**config.mk**
```make
export PLATFORM = sky130hd
export DESIGN_NAME = nibble_serial_alu
export DESIGN_NICKNAME = d
export VERILOG_FILES = /design/src/rtl/nibble_serial_alu_pkg.sv /design/src/rtl/bit4_look_ahead_carry_adder.sv /design/src/rtl/nibble_serial_alu.sv
export SDC_FILE = /design/constraint.sdc
export NUM_CORES = 1
export LEC_CHECK = 0
export ABC_AREA = 0
export ABC_CLOCK_PERIOD_IN_PS = 8400
export BUFFER_PORTS_ARGS = -buffer_cell sky130_fd_sc_hd__buf_2
export CAP_MARGIN = 20
export CORE_MARGIN = 10
export CORE_UTILIZATION = 50
export DETAILED_ROUTE_END_ITERATION = 7
export HOLD_SLACK_MARGIN = 0.03
export PLACE_DENSITY = 0.83
export SETUP_SLACK_MARGIN = 0.4
export SLEW_MARGIN = 20
export SYNTH_ARGS = -nofsm -noshare
export SYNTH_HDL_FRONTEND = slang
export SYNTH_SLANG_ARGS = --single-unit
```
**constraint.sdc**
```tcl
create_clock -name CLK_in -period 8.4 [get_ports CLK_in]
set_input_delay 0.84 -clock CLK_in [delete_from_list [all_inputs] [get_ports CLK_in]]
set_output_delay 0.84 -clock CLK_in [all_outputs]
set_load 0.1 [all_outputs]
```
**src/rtl/nibble_serial_alu_pkg.sv**
```systemverilog
// Shared ALU definitions: 3-bit operation codes, sequencer state encoding,
// and the MIPS R-type funct to ALU operation mapping.
package alu_pkg;

  localparam logic [2:0] OP_ADD  = 3'b000;
  localparam logic [2:0] OP_SUB  = 3'b001;
  localparam logic [2:0] OP_AND  = 3'b010;
  localparam logic [2:0] OP_OR   = 3'b011;
  localparam logic [2:0] OP_XOR  = 3'b100;
  localparam logic [2:0] OP_NOR  = 3'b101;
  localparam logic [2:0] OP_SLT  = 3'b110;
  localparam logic [2:0] OP_SLTU = 3'b111;

  typedef enum logic [1:0] {
    IDLE = 2'd0,
    RUN  = 2'd1,
    FIN  = 2'd2
  } state_t;

  // ADDU/SUBU share datapaths with ADD/SUB; overflow trapping is decided in decode.
  function automatic logic [2:0] funct_to_op(input logic [5:0] funct);
    case (funct)
      6'h20, 6'h21: funct_to_op = OP_ADD;
      6'h22, 6'h23: funct_to_op = OP_SUB;
      6'h24:        funct_to_op = OP_AND;
      6'h25:        funct_to_op = OP_OR;
      6'h26:        funct_to_op = OP_XOR;
      6'h27:        funct_to_op = OP_NOR;
      6'h2a:        funct_to_op = OP_SLT;
      6'h2b:        funct_to_op = OP_SLTU;
      default:      funct_to_op = OP_ADD;
    endcase
  endfunction

endpackage

```
**src/rtl/bit4_look_ahead_carry_adder.sv**
```systemverilog
// 4-bit carry-lookahead adder slice that also exposes the bitwise AND/OR/XOR
// lanes, so one slice serves every ALU operation.
module bit4_look_ahead_carry_adder (
  input  logic [3:0] a,
  input  logic [3:0] b,
  input  logic       cin,
  output logic [3:0] sum,
  output logic       cout,
  output logic [3:0] and_v,
  output logic [3:0] or_v,
  output logic [3:0] xor_v
);

  logic [3:0] g;
  logic [3:0] p;
  logic [4:0] c;

  assign g = a & b;
  assign p = a ^ b;

  assign c[0] = cin;
  assign c[1] = g[0] | (p[0] & c[0]);
  assign c[2] = g[1] | (p[1] & g[0]) | (p[1] & p[0] & c[0]);
  assign c[3] = g[2] | (p[2] & g[1]) | (p[2] & p[1] & g[0]) | (p[2] & p[1] & p[0] & c[0]);
  assign c[4] = g[3] | (p[3] & g[2]) | (p[3] & p[2] & g[1]) | (p[3] & p[2] & p[1] & g[0])
              | (p[3] & p[2] & p[1] & p[0] & c[0]);

  assign sum   = p ^ c[3:0];
  assign cout  = c[4];
  assign and_v = g;
  assign or_v  = a | b;
  assign xor_v = p;

endmodule

```
**src/rtl/nibble_serial_alu.sv**
```systemverilog
// Area-reduced WIDTH-bit ALU: one 4-bit slice processes a nibble per clock,
// LSB first, with the carry held in a register between nibbles.
module nibble_serial_alu
  import alu_pkg::*;
#(
  parameter int WIDTH = 32
) (
  input  logic             CLK_in,
  input  logic             RST_in,
  input  logic             START_in,
  input  logic [2:0]       OP_in,
  input  logic [WIDTH-1:0] A_in,
  input  logic [WIDTH-1:0] B_in,
  output logic             BUSY_out,
  output logic             DONE_out,
  output logic [WIDTH-1:0] RESULT_out,
  output logic             C_out,
  output logic             V_out,
  output logic             Z_out
);

  localparam int NIB = WIDTH / 4;
  localparam int CW  = (NIB > 1) ? $clog2(NIB) : 1;

  // Handshake: START_in is taken only in IDLE or FIN (a one-cycle accept);
  // while BUSY_out is high it is ignored. DONE_out pulses for exactly one
  // cycle, and RESULT_out/flags are valid from then until the next accept.

  state_t           state, state_nxt;
  logic [WIDTH-1:0] a_sh, b_sh, result_q;
  logic [2:0]       op_q;
  logic [CW-1:0]    cnt;
  logic             carry, c_q, v_q, z_q;

  logic       accept, last, sub_class, arith;
  logic [3:0] b_nib, sum, and_v, or_v, xor_v, lane;
  logic       cout, v_calc;
  logic [WIDTH-1:0] final_res;

  bit4_look_ahead_carry_adder u_slice (
    .a     (a_sh[3:0]),
    .b     (b_nib),
    .cin   (carry),
    .sum   (sum),
    .cout  (cout),
    .and_v (and_v),
    .or_v  (or_v),
    .xor_v (xor_v)
  );

  assign sub_class = (op_q == OP_SUB) || (op_q == OP_SLT) || (op_q == OP_SLTU);
  assign arith     = (op_q == OP_ADD) || (op_q == OP_SUB);
  assign b_nib     = sub_class ? ~b_sh[3:0] : b_sh[3:0];
  assign last      = (cnt == CW'(NIB - 1));
  assign accept    = START_in && ((state == IDLE) || (state == FIN));
  // Only meaningful on the MSB nibble, where a_sh/b_nib/sum hold the sign bits.
  assign v_calc    = (a_sh[3] ~^ b_nib[3]) & (sum[3] ^ a_sh[3]);

  always_comb begin
    lane = sum;
    case (op_q)
      OP_AND:  lane = and_v;
      OP_OR:   lane = or_v;
      OP_XOR:  lane = xor_v;
      OP_NOR:  lane = ~or_v;
      default: lane = sum;
    endcase
  end

  always_comb begin
    final_res = {lane, result_q[WIDTH-1:4]};
    if (op_q == OP_SLT) begin
      final_res    = '0;
      final_res[0] = sum[3] ^ v_calc;
    end else if (op_q == OP_SLTU) begin
      final_res    = '0;
      final_res[0] = ~cout;
    end
  end

  always_comb begin
    state_nxt = state;
    case (state)
      IDLE:    if (START_in) state_nxt = RUN;
      RUN:     if (last) state_nxt = FIN;
      FIN:     state_nxt = START_in ? RUN : IDLE;
      default: state_nxt = IDLE;
    endcase
  end

  always_ff @(posedge CLK_in) begin
    if (RST_in) begin
      state    <= IDLE;
      a_sh     <= '0;
      b_sh     <= '0;
      result_q <= '0;
      op_q     <= OP_ADD;
      cnt      <= '0;
      carry    <= 1'b0;
      c_q      <= 1'b0;
      v_q      <= 1'b0;
      z_q      <= 1'b0;
    end else begin
      state <= state_nxt;
      if (accept) begin
        a_sh     <= A_in;
        b_sh     <= B_in;
        op_q     <= OP_in;
        cnt      <= '0;
        carry    <= (OP_in == OP_SUB) || (OP_in == OP_SLT) || (OP_in == OP_SLTU);
        result_q <= '0;
        c_q      <= 1'b0;
        v_q      <= 1'b0;
        z_q      <= 1'b0;
      end else if (state == RUN) begin
        a_sh  <= {4'b0, a_sh[WIDTH-1:4]};
        b_sh  <= {4'b0, b_sh[WIDTH-1:4]};
        carry <= cout;
        cnt   <= cnt + 1'b1;
        if (last) begin
          result_q <= final_res;
          c_q      <= arith & cout;
          v_q      <= arith & v_calc;
          z_q      <= (final_res == '0);
        end else begin
          result_q <= {lane, result_q[WIDTH-1:4]};
        end
      end
    end
  end

  assign BUSY_out   = (state == RUN);
  assign DONE_out   = (state == FIN);
  assign RESULT_out = result_q;
  assign C_out      = c_q;
  assign V_out      = v_q;
  assign Z_out      = z_q;

endmodule

```
==> run summary <==
CP Launch Point -> op_q[2]
Most common library cell in the layout ignoring fill and taps -> dfxtp_1
Setup repair after global routing missed its margin -> false
Final setup violating endpoints -> 0
Reg2reg end -> Z_out
Detailed Route WL -> 12.6 mm
Initial core utilization -> 0.516
Net Sw Power -> 322 uW
H-tree depth -> 3
First-pass GRT wire length -> 21.1 mm
Clock root buffer master -> clkbuf_8
Worst min-delay path startpoint -> RESULT_out[1]
Proportion of total power due to net switching -> 0.298
Total number of vias -> 4557
Syn Std Cell Area -> 0.00481 sq mm
Internal power summed over all cells -> 758 uW
Tightest slew margin relative to the limit -> 0.438
Number of buffers added by the clock tree synthesis step -> 9
Routed wire length on met2 -> 6.08 mm
Initial drt markers -> 347
Top Metal Used -> met4
Count of input and output buffers -> 106
Synthesized instance count -> 595
Category of the most critical setup path -> register to register
Post-cts repair resize count -> 0
Fraction of synthesis flops using an asynchronous set or reset pin -> 0
Result of the run -> completed
Flop and latch count out of synthesis -> 108
Clock network fraction of design power -> 0.298
CP Launch Type -> register
Total length of routed met3 wires -> 875 um
Floorplan core area -> 0.00933 sq mm
Max-slew violation count -> 0
R2R cell count -> 14
Placed standard-cell area -> 0.00534 sq mm
Syn_nets -> 681
Routed len/inst -> 15.7 um
Top-Level Pins -> 107
Count of distinct cell types in the synthesized netlist -> 48
Part of the power in combinational logic -> 0.180
Maximum resistive drop on vdd -> 0.128 mV
Arr. time, crit path -> 3.96 ns
Pre-antenna DRT Iters -> 6
Minimum clock period -> 3.71 ns
Max Fclk -> 0.269 GHz
Slew of the pin with the lowest slew margin -> 0.842 ns
Overflow after GRT -> 0
Fill cell total of the finished layout -> 856
Seq pwr share -> 0.522
Vias in the first global route -> 4428
RD Place Congestion -> 0.934
Count of flip-flops with a built-in enable after synthesis -> 0
Worst-case clock skew -> 0.00912 ns
Sequential area share after synthesis -> 0.449
Post-Route Hold Slack -> 0.456 ns
Maximum clock insertion buffer count -> 2
Site Rows -> 35
Final instance area -> 0.00555 sq mm
Fraction of layout instances using a drive strength above 1 -> 0.205
WHS Endpoint -> RESULT_out[1]
Relative area change from synthesis to final layout -> 15.2%
R2r setup slk -> 4.69 ns
Mean instance size in the synthesized netlist -> 8.09 sq um
Hold Path Depth -> 2
Average via count per standard cell -> 5.67
Final net count -> 755
Number of hold violations in the final report -> 0
Total power -> 1.08 mW
Tot GR Track Use -> 0.174
Min setup slack post-route -> 4.69 ns
Static leakage -> 2.18 nW
Maximum capacitance violations -> 0
Antenna cell count -> 0
TritonCTS clock tree -> built
Pwr per Cell Area -> 195 mW/mm^2
Pin count of the biggest net entering global routing -> 85
Number of setup buffers added after CTS -> 0
Clock insertion delay at the later pin of the skew report -> 0.37 ns
Post-route ant nets -> 0
Die Y-Extent -> 118 um
Endpoint kind of the worst setup timing path -> register
Most frequent cells in the layout -> 108 x dfxtp_1, 106 x buf_2, 105 x nand2_1
Clock-pin slew on the worst setup and hold paths -> 0.10 ns
Portion of the clock cycle consumed by the worst path in the final layout -> 0.442
Die Footprint -> 0.0140 sq mm
Number of buffers inserted by hold repair at cts -> 0
Worst hold-check path type -> register to register
Antenna violations before repair -> 0
Post-route met1 wirelength -> 5.36 mm
Worst slack at placement -> 4.74 ns
Sink Count -> 108
Count of warnings emitted by yosys -> 0
Reg2Reg Launch Point -> op_q[2]
Aggregate negative setup slack -> 0 ns
Maximum fanout along the worst path -> 10
Die width -> 118 um
Top_reg_cell synth -> dfxtp_1
Sum of net half-perimeters after detailed placement -> 8.68 mm
Required @ worst endpoint -> 8.65 ns
DRC violations left -> 0
[state kept, by name, indices dropped and copies added (netlist names), 2 cells and up]
name        cells
a_sh           32
RESULT_out     32
b_sh           32
op_q            3
cnt             3
state           2
[worst max-delay path, stage by stage, from the launching register on]
cell and delay (ns):
dfxtp_1 0.56, inv_1 0.11, and3_1 0.16, a21oi_1 0.41
xnor2_1 0.23, inv_1 0.11, ha_1 0.32, a21oi_1 0.23
o21ai_0 0.14, a21oi_1 0.21, fa_1 0.49, o21a_1 0.20
a21oi_1 0.19, o41a_1 0.19, o22ai_2 0.06
[area by class of cell]
class,count,area [sq um],area share
sequential,108,2160,0.390
clock inverter,6,71.3,0.0129
multi-input combinational,424,2400,0.432
inverter,14,52.6,0.00947
tap,129,161,0.0291
timing repair buffer,112,576,0.104
clock buffer,10,128,0.0230
[power by group through the flow]
stage,clock network [mW],registers (mW),logic (mW)
after global placement,0,0.573,0.186
after CTS,0.328,0.563,0.194
after global routing,0.351,0.567,0.219
final,0.322,0.563,0.194
after detailed placement,0,0.575,0.192
after floorplan,0,0.577,0.140
[cells in the mapped netlist (all sizes together), types with 3 or more instances]
library cell | number | share of area
a311oi | 23 | 0.042
ha | 14 | 0.036
a22oi | 19 | 0.030
o22ai | 24 | 0.032
nor2 | 66 | 0.051
a31oi | 3 | 0.0039
o21ai | 3 | 0.0031
a21oi | 54 | 0.056
nand3 | 32 | 0.033
nor4 | 6 | 0.0078
inv | 14 | 0.011
nor3 | 26 | 0.027
nand2 | 105 | 0.082
nor2b | 5 | 0.0081
clkbuf | 21 | 0.017
dfxtp | 108 | 0.45
buf | 28 | 0.028
nand2b | 6 | 0.0078
xnor2 | 6 | 0.011
mux2i | 3 | 0.0062
[through the flow]
step,util,cells
2_1_floorplan,-,595
5_1_grt,0.595,803
3_5_place_dp,0.573,787
6_report,0.595,803
4_1_cts,0.594,803
3_3_place_gp,0.573,787
[per-layer routing]
metal	up-vias	track usage
met4	0	0.0734
met2	156	0.288
li1	2229	-
met5	-	0
met1	2147	0.208
met3	25	0.0476
[how the worst max path moves through the flow]
stage	end	slack (ns)
6_report	Z_out	4.69
5_1_grt	Z_out	4.43
4_1_cts	Z_out	4.72
3_5_place_dp	Z_out	4.74
3_3_place_gp	Z_out	4.95
2_1_floorplan	Z_out	5.23
[cells by family after synthesis]
kind of cell    after synthesis  synth area share
fa+ha+maj                    16            0.0447
simple gates                257             0.235
mux                           5            0.0109
buf+inv                      63            0.0564
flops                       108             0.449
xor+xnor                      7            0.0127
compound gates              139             0.191
(Power assumes the default switching activity.)
